===== src/rtl/ofs_fim_eth_arb_pkg.sv =====
// Shared types and helpers for the ETH TX packet arbiter.
// Round-robin selection lives here so other arbiters can reuse it.
package ofs_fim_eth_arb_pkg;

  localparam int ARB_MAX_PORTS  = 8;
  localparam int ETH_PACKET_W   = 64;
  localparam int ETH_TX_TUSER_W = 1;

  typedef enum logic {
    ARB  = 1'b0,
    PASS = 1'b1
  } t_arb_state;

  // First set bit of req at or above ptr, wrapping. Requests above the real port
  // count must be zero, which makes the fixed-width wrap equal to the port-count wrap.
  function automatic logic [2:0] rr_pick(input logic [ARB_MAX_PORTS-1:0] req,
                                         input logic [2:0]               ptr);
    logic [2*ARB_MAX_PORTS-1:0] dbl;
    logic [ARB_MAX_PORTS-1:0]   rot;
    logic [2:0]                 off;
    dbl = {req, req} >> ptr;
    rot = dbl[ARB_MAX_PORTS-1:0];
    off = '0;
    for (int i = ARB_MAX_PORTS - 1; i >= 0; i--) begin
      if (rot[i]) off = 3'(i);
    end
    return ptr + off;
  endfunction

endpackage


===== src/rtl/ofs_fim_axis_skid_buf.sv =====
// Two-entry AXIS skid buffer; output always comes from the head register.
// Full is derived from registered occupancy only, so it never depends on i_rd_ready.
module ofs_fim_axis_skid_buf
  import ofs_fim_eth_arb_pkg::*;
#(
  parameter int WIDTH = 8
) (
  input  logic             clk,
  input  logic             rst_n,
  input  logic             i_wr_valid,
  input  logic [WIDTH-1:0] i_wr_data,
  output logic             o_full,
  output logic             o_rd_valid,
  input  logic             i_rd_ready,
  output logic [WIDTH-1:0] o_rd_data
);

  logic [WIDTH-1:0] r_head, r_skid, w_head_nxt, w_skid_nxt;
  logic [1:0]       r_cnt, w_cnt_nxt;
  logic             w_rd;

  assign w_rd       = (r_cnt != 2'd0) && i_rd_ready;
  assign o_full     = (r_cnt == 2'd2);
  assign o_rd_valid = (r_cnt != 2'd0);
  assign o_rd_data  = r_head;

  always_comb begin
    w_head_nxt = r_head;
    w_skid_nxt = r_skid;
    w_cnt_nxt  = r_cnt;
    case (r_cnt)
      2'd0: begin
        if (i_wr_valid) begin
          w_head_nxt = i_wr_data;
          w_cnt_nxt  = 2'd1;
        end
      end
      2'd1: begin
        if (i_wr_valid && w_rd) begin
          w_head_nxt = i_wr_data;
        end else if (i_wr_valid) begin
          w_skid_nxt = i_wr_data;
          w_cnt_nxt  = 2'd2;
        end else if (w_rd) begin
          w_cnt_nxt  = 2'd0;
        end
      end
      2'd2: begin
        if (w_rd) begin
          w_head_nxt = r_skid;
          w_cnt_nxt  = 2'd1;
        end
      end
      default: w_cnt_nxt = 2'd0;
    endcase
  end

  always_ff @(posedge clk or negedge rst_n) begin
    if (!rst_n) begin
      r_head <= '0;
      r_skid <= '0;
      r_cnt  <= 2'd0;
    end else begin
      r_head <= w_head_nxt;
      r_skid <= w_skid_nxt;
      r_cnt  <= w_cnt_nxt;
    end
  end

endmodule


===== src/rtl/ofs_fim_eth_tx_pkt_arb.sv =====
// Packet-level round-robin arbiter sharing one HSSI TX AXI-Stream channel.
// Grants only between packets; one bubble cycle per packet is spent in ARB.
module ofs_fim_eth_tx_pkt_arb
  import ofs_fim_eth_arb_pkg::*;
#(
  parameter int NUM_PORTS = 4,
  parameter int DATA_W    = ETH_PACKET_W,
  parameter int TUSER_W   = ETH_TX_TUSER_W
) (
  input  logic                            clk,
  input  logic                            rst_n,
  input  logic [NUM_PORTS-1:0]            i_port_en,
  input  logic [NUM_PORTS-1:0]            i_in_tvalid,
  output logic [NUM_PORTS-1:0]            o_in_tready,
  input  logic [NUM_PORTS-1:0]            i_in_tlast,
  input  logic [NUM_PORTS*DATA_W-1:0]     i_in_tdata,
  input  logic [NUM_PORTS*(DATA_W/8)-1:0] i_in_tkeep,
  input  logic [NUM_PORTS*TUSER_W-1:0]    i_in_tuser,
  output logic                            o_out_tvalid,
  input  logic                            i_out_tready,
  output logic                            o_out_tlast,
  output logic [DATA_W-1:0]               o_out_tdata,
  output logic [DATA_W/8-1:0]             o_out_tkeep,
  output logic [TUSER_W-1:0]              o_out_tuser,
  output logic [$clog2(NUM_PORTS)-1:0]    o_grant,
  output logic                            o_busy,
  output logic                            o_pkt_done
);

  localparam int KEEP_W = DATA_W / 8;
  localparam int GW     = $clog2(NUM_PORTS);
  localparam int PW     = DATA_W + KEEP_W + TUSER_W + 1;

  t_arb_state           r_state, w_state_nxt;
  logic [GW-1:0]        r_grant, w_grant_nxt, r_ptr, w_ptr_nxt;
  logic                 r_pkt_done, w_pkt_done_nxt;
  logic [NUM_PORTS-1:0] w_req;
  logic [2:0]           w_pick;
  logic                 w_full, w_wr;
  logic [PW-1:0]        w_wdata, w_rdata;

  assign w_req  = i_in_tvalid & i_port_en;
  assign w_pick = rr_pick(ARB_MAX_PORTS'(w_req), 3'(r_ptr));

  assign w_wdata = {i_in_tlast[r_grant],
                    i_in_tuser[r_grant*TUSER_W +: TUSER_W],
                    i_in_tkeep[r_grant*KEEP_W +: KEEP_W],
                    i_in_tdata[r_grant*DATA_W +: DATA_W]};

  always_comb begin
    w_state_nxt    = r_state;
    w_grant_nxt    = r_grant;
    w_ptr_nxt      = r_ptr;
    w_pkt_done_nxt = 1'b0;
    w_wr           = 1'b0;
    o_in_tready    = '0;
    case (r_state)
      ARB: begin
        if (|w_req) begin
          w_grant_nxt = GW'(w_pick);
          w_state_nxt = PASS;
        end
      end
      PASS: begin
        // port_en is deliberately not consulted here: an open packet always completes
        o_in_tready[r_grant] = !w_full;
        w_wr                 = i_in_tvalid[r_grant] && !w_full;
        if (w_wr && i_in_tlast[r_grant]) begin
          w_pkt_done_nxt = 1'b1;
          w_ptr_nxt      = (r_grant == GW'(NUM_PORTS - 1)) ? '0 : r_grant + 1'b1;
          w_state_nxt    = ARB;
        end
      end
      default: w_state_nxt = ARB;
    endcase
  end

  always_ff @(posedge clk or negedge rst_n) begin
    if (!rst_n) begin
      r_state    <= ARB;
      r_grant    <= '0;
      r_ptr      <= '0;
      r_pkt_done <= 1'b0;
    end else begin
      r_state    <= w_state_nxt;
      r_grant    <= w_grant_nxt;
      r_ptr      <= w_ptr_nxt;
      r_pkt_done <= w_pkt_done_nxt;
    end
  end

  ofs_fim_axis_skid_buf #(
    .WIDTH (PW)
  ) u_skid (
    .clk        (clk),
    .rst_n      (rst_n),
    .i_wr_valid (w_wr),
    .i_wr_data  (w_wdata),
    .o_full     (w_full),
    .o_rd_valid (o_out_tvalid),
    .i_rd_ready (i_out_tready),
    .o_rd_data  (w_rdata)
  );

  assign {o_out_tlast, o_out_tuser, o_out_tkeep, o_out_tdata} = w_rdata;
  assign o_grant    = r_grant;
  assign o_busy     = (r_state == PASS);
  assign o_pkt_done = r_pkt_done;

endmodule


===== config.mk =====
export PLATFORM = sky130hd
export DESIGN_NAME = ofs_fim_eth_tx_pkt_arb
export DESIGN_NICKNAME = d
export VERILOG_FILES = /design/src/rtl/ofs_fim_eth_arb_pkg.sv /design/src/rtl/ofs_fim_axis_skid_buf.sv /design/src/rtl/ofs_fim_eth_tx_pkt_arb.sv
export SDC_FILE = /design/constraint.sdc
export NUM_CORES = 1
export LEC_CHECK = 0
export ABC_CLOCK_PERIOD_IN_PS = 2800
export CAP_MARGIN = 5
export CORE_MARGIN = 5
export CORE_UTILIZATION = 43
export DETAILED_ROUTE_END_ITERATION = 8
export PLACE_DENSITY_LB_ADDON = 0.05
export REMOVE_ABC_BUFFERS = 1
export SETUP_SLACK_MARGIN = 0.1
export SKIP_LAST_GASP = 1
export SLEW_MARGIN = 20
export SYNTH_ARGS = -nofsm -noshare
export SYNTH_HDL_FRONTEND = slang
export SYNTH_SLANG_ARGS = --single-unit
export TNS_END_PERCENT = 10

===== constraint.sdc =====
create_clock -name clk -period 2.8 [get_ports clk]
set_input_delay 0.28 -clock clk [delete_from_list [all_inputs] [get_ports clk]]
set_output_delay 0.28 -clock clk [all_outputs]
set_load 0.01 [all_outputs]

; Yosys cells after proc, flatten, opt, wreduce, memory -nomap -nowiden
; Cells that the tools add are included.
[word_totals]
register_bits = 156
latch_bits = 0
mem_bits_rw = 0
mem_bits_ro = 0
inputBits = 307
output_inout_bits = 83
wordCells = 74
n_memories = 0
[classes]
n_addsub = 2
mul = 0
div_mod_pow = 0
order_cmp = 2
eq_ne = 8
n_shift = 4
n_mux = 32
bitwise_logic = 4
reduce_logical = 15
[op_table]
columns = op, count
row1 = indexed part select 256 x 9 -> 64 bit, 1
row2 = two-way mux 74 bit, 3
row3 = one-hot mux 74 bit (3 select lines), 1
row4 = indexed part select 32 x 6 -> 8 bit, 1
row5 = two-way mux 2 bit, 14
row6 = >> shifter 12 x 2 -> 8 bit, 1
row7 = bitwise AND 4 bit, 2
row8 = two-way mux 1 bit, 8
row9 = AND reduction 4 bit, 2
row10 = "!= test 2 x 1 -> 1 bit, second input constant", 3
row11 = one-hot mux 2 bit (3 select lines), 1
row12 = logical AND 1 bit, 5
row13 = binary-select mux 1 bit (select 2 bit), 2
row14 = "== test 2 bit, second input constant", 2
row15 = two-way mux 4 bit, 1
row16 = AND reduction 2 bit, 2
row17 = OR reduction 4 bit, 1
row18 = indexed part select 4 x 3 -> 1 bit, 1
row19 = "< comparator 2 x 3 -> 1 bit, second input constant", 1
row20 = "!= test 3 x 1 -> 1 bit, second input constant", 1
row21 = AND reduction 3 bit, 1
row22 = nonzero test 3 bit, 1
row23 = "adder 2 x 1 -> 2 bit, second input constant", 1
row24 = adder 2 bit, 1
row25 = other kinds (9), 10

; Depth between registers and ports, before layout
[depth]
ltp_word = 11
mapped_depth = 10
depth_no_buf = 10

; Modules after synthesis
; A second synthesis with hierarchy kept.
[hier_totals]
cells_unflattened = 559
hier_area_um2 = 9202.6
[modules_own_cells]
columns = module, n_inst, cells_per_inst, area_each_um2, seq_area_each_um2
row1 = ofs_fim_axis_skid_buf, 1, 409, 6880.3, 3753.6
row2 = ofs_fim_eth_tx_pkt_arb, 1, 150, 2322.2, 150.1

; Worst setup path after synthesis
; Ideal clock, no wire load.
[synth_timing]
kind = flip-flop to flip-flop
from = register r_grant[0], in the netlist o_grant[0]
to = register u_skid.r_skid[24]
setup_time_ps = 127
arrival_time_ps = 1921
required_ps = 2673
setup_slack_ps = 751
stages_incl_launch_ff = 7
path_buffers = 3
synth_period_minus_slack_ps = 2049
cell_sequence = dfrtp_1 > buf_2 > mux4_2 > nand4b_1 > buf_6 > buf_6 > mux2_1
[synth_between]
elab_chain_cells = 7
word_cells_on_any_way = 8
classes_between = shift: 1 / mux: 3 / bitwise: 1 / reduce/logical: 3
[synth_lines]
columns = item, line_no
row1 = from (decl), ofs_fim_eth_tx_pkt_arb.sv:35  ; logic [GW-1:0] r_grant, w_grant_nxt, r_ptr, w_ptr_nxt;
row2 = from (signal assigned), ofs_fim_eth_tx_pkt_arb.sv:86  ; r_grant <= w_grant_nxt;
row3 = branches (longest 7 deep; another with indexed part select 256 x 9 -> 64 bit), --
row4 = to (signal assigned), ofs_fim_axis_skid_buf.sv:65  ; r_skid <= w_skid_nxt;
row5 = to (decl), ofs_fim_axis_skid_buf.sv:18  ; logic [WIDTH-1:0] r_head, r_skid, w_head_nxt, w_skid_nxt;
; Parallel ways; which one is timed is not known. The select of a mux whose other input is x is not followed.
; A chain may end at the register's enable or synchronous reset.

; Final worst setup path
[layout_timing]
from = register r_grant[1], in the netlist o_grant[1]
to = output port o_grant[1]
[layout_rtl]
columns = item, line_no
row1 = to (decl), ofs_fim_eth_tx_pkt_arb.sv:25  ; output logic [$clog2(NUM_PORTS)-1:0] o_grant,
; No word-level cell between the ends.

==> flow_summary.ini <==
[clocking]
h-tree-depth = 4
clockBufferDepth = 2
cts_setup_buffers = 0
clock_latency_ns = 0.42
hold_buffers = 1
clockRootBuffer = clkbuf_16
cts_tree = built
path_clk_slew_ns = 0.06
numCtsBuffers = 17
post_cts_resized = 0
cts.sinks = 156

[synthesis]
synth_cell_types = 42
synth_flop_cell = dfrtp_1
ys_seq_area_frac = 0.452
synth_seq_cells = 156
ys.warnings.count = 0
async_flop_share = 1.00
syn_inst = 645
synth_edf_count = 0
syn-mean-instance-area_um2 = 13.4
synth_area_um2 = 8650

[sta]
finalHoldViolCount = 0
hold_ws_ns = 0.417
rsz0062_at_grt = no
slew_violations = 0
max-slew-margin-rel = 0.541
min_period_ns = 2.45
max_freq_ghz = 0.408
setup_violations = 0
worst_slack_ns = 0.352
tns_ns = 0
worstMarginPinSlew_ns = 0.689
finalCritPeriodShare = 0.874
clock_skew_ns = 0.00744

[place]
dp_hpwl_mm = 19.6
pre_cts_slack_ns = 0.458
dpl_cell_area_um2 = 12700
gp_congestion = 0.767
place_inst = 1260
io_buffer_count = 389

[final_layout]
n_antenna_cell = 0
num-fill-cells = 1587
fin_util = 0.678
area_growth_pct = 54.2
drive_gt1_frac = 0.161
final_common_cell = clkdlybuf4s50_1
fin_nets = 1327
layout_common_cells = clkdlybuf4s50_1 (388), dfrtp_1 (154), nor2_1 (77), mux4_2 (75), mux2i_1 (74)
finalInstanceArea_um2 = 13300
final_cells = 1293

[floorplanning]
die-area_um2 = 23000
dieWidth_um = 152
core_area_um2 = 19700
core.rowCount = 51
die_h_um = 152
start_util = 0.440
pin_count = 390

[global_route]
gr-usage-all-layers = 0.212
grt_pass1_wl_mm = 37.2
grt_max_degree = 69
grt_pass1_vias = 6925
overflow = 0
antenna_found_initial = 1

[routing]
wl_met1_mm = 9.00
drc = 0
wl_mm = 25.0
first_pass_iters = 4
routed.top_layer = met5
wl_met2_mm = 13.2
viasPerCell = 5.20
wl_per_cell_um = 19.3
drtIter0Drc = 324
routed-via-count = 6728
wl_met3_mm = 2.42
drt.antenna.violating_nets = 0

[power_and_ir_drop]
power.density_nw_per_um2 = 1020
ir_drop_mv = 0.735
finalPower_mw = 13.6
leakagePower_nw = 5.66

[outcome]
outcome = finished, final reports clean

[worst_setup_path]
r2r_slack_ns = 0.62
worstSetupPathType = reg2out
cp_data_required_time_ns = 2.52
r2r_end = u_skid.o_rd_data[21]
worst_setup_path_end_kind = output port
r2r_cells = 6
start_kind = flop
cp_max_fo = 40
arrival_ns = 2.17
r2r_start = o_grant[0]

[flow_run]
timing.max_cap.violations = 0

[min_path]
min_path_type = in2async
## worst max-delay path, cell delays in order (launching register included)
cell	delay (ns)
dfrtp_4	0.56
buf_4	0.49
clkdlybuf4s50_1	0.64
## cell usage after synthesis, types with 2 or more instances
| master | count | area [µm²] |
|---|---|---|
| nand3_1 | 4 | 20.0 |
| and3_1 | 4 | 25.0 |
| ha_1 | 5 | 62.6 |
| buf_4 | 15 | 113 |
| nand4_1 | 2 | 12.5 |
| and2_1 | 3 | 18.8 |
| clkbuf_1 | 18 | 67.6 |
| mux4_2 | 75 | 1690 |
| dfrtp_1 | 156 | 3900 |
| inv_1 | 4 | 15.0 |
| a21oi_2 | 20 | 175 |
| buf_6 | 8 | 90.1 |
| buf_1 | 2 | 7.51 |
| nor2b_1 | 2 | 12.5 |
| mux2_1 | 54 | 608 |
| mux2_2 | 21 | 236 |
| buf_2 | 10 | 50.1 |
| nand2_1 | 12 | 45.0 |
| mux2i_1 | 74 | 741 |
| nor3_1 | 2 | 10.0 |
| o21ai_0 | 2 | 10.0 |
| nor2_1 | 77 | 289 |
| a21oi_1 | 56 | 280 |
## cell type report
type	instances	area (µm²)	share of cell area
Inverter	4	15.0	0.00113
Multi-Input combinational cell	432	4420	0.331
Sequential cell	156	3910	0.293
Clock buffer	21	450	0.0338
Clock inverter	11	120	0.00901
Timing Repair Buffer	404	4090	0.306
Tap cell	265	332	0.0249
## power breakdown
part	internal, mW	switching, mW
registers	3.45	0.702
logic	3.86	3.35
clock network	1.33	0.905
## per-layer routing
metal | global-route usage | up-vias
met5 | 0 | -
met4 | 0.0602 | 2
met3 | 0.0747 | 26
met2 | 0.383 | 246
met1 | 0.237 | 3288
li1 | - | 3166
## sequential cells by signal, summed over array words and instances, names as in the netlist
| name | flops |
|---|---|
| u_skid.r_skid | 74 |
| u_skid.o_rd_data | 74 |
| o_pkt_done | 1 |
| o_grant | 2 |
| r_ptr | 2 |
| o_busy | 1 |
| u_skid.r_cnt | 2 |
## how the worst max path moves through the flow
stage	startpoint	endpoint	slack [ns]	cells past startpoint
2_1_floorplan	o_grant[0]	u_skid.o_rd_data[40]	-4.69	5
3_3_place_gp	i_in_tvalid[2]	u_skid.r_skid[4]	0.47	5
3_5_place_dp	i_in_tvalid[0]	u_skid.r_skid[4]	0.46	5
4_1_cts	o_grant[1]	o_grant[1]	0.29	2
5_1_grt	o_grant[0]	o_in_tready[2]	0.24	5
6_report	o_grant[1]	o_grant[1]	0.35	2
## cells by family after synthesis
| group | synth area share |
|---|---|
| buf+inv | 0.0397 |
| flops | 0.452 |
| fa+ha+maj | 0.00724 |
| simple gates | 0.0547 |
| xor+xnor | 0.00101 |
| compound gates | 0.0672 |
| mux | 0.379 |
(Power assumes the default switching activity.)
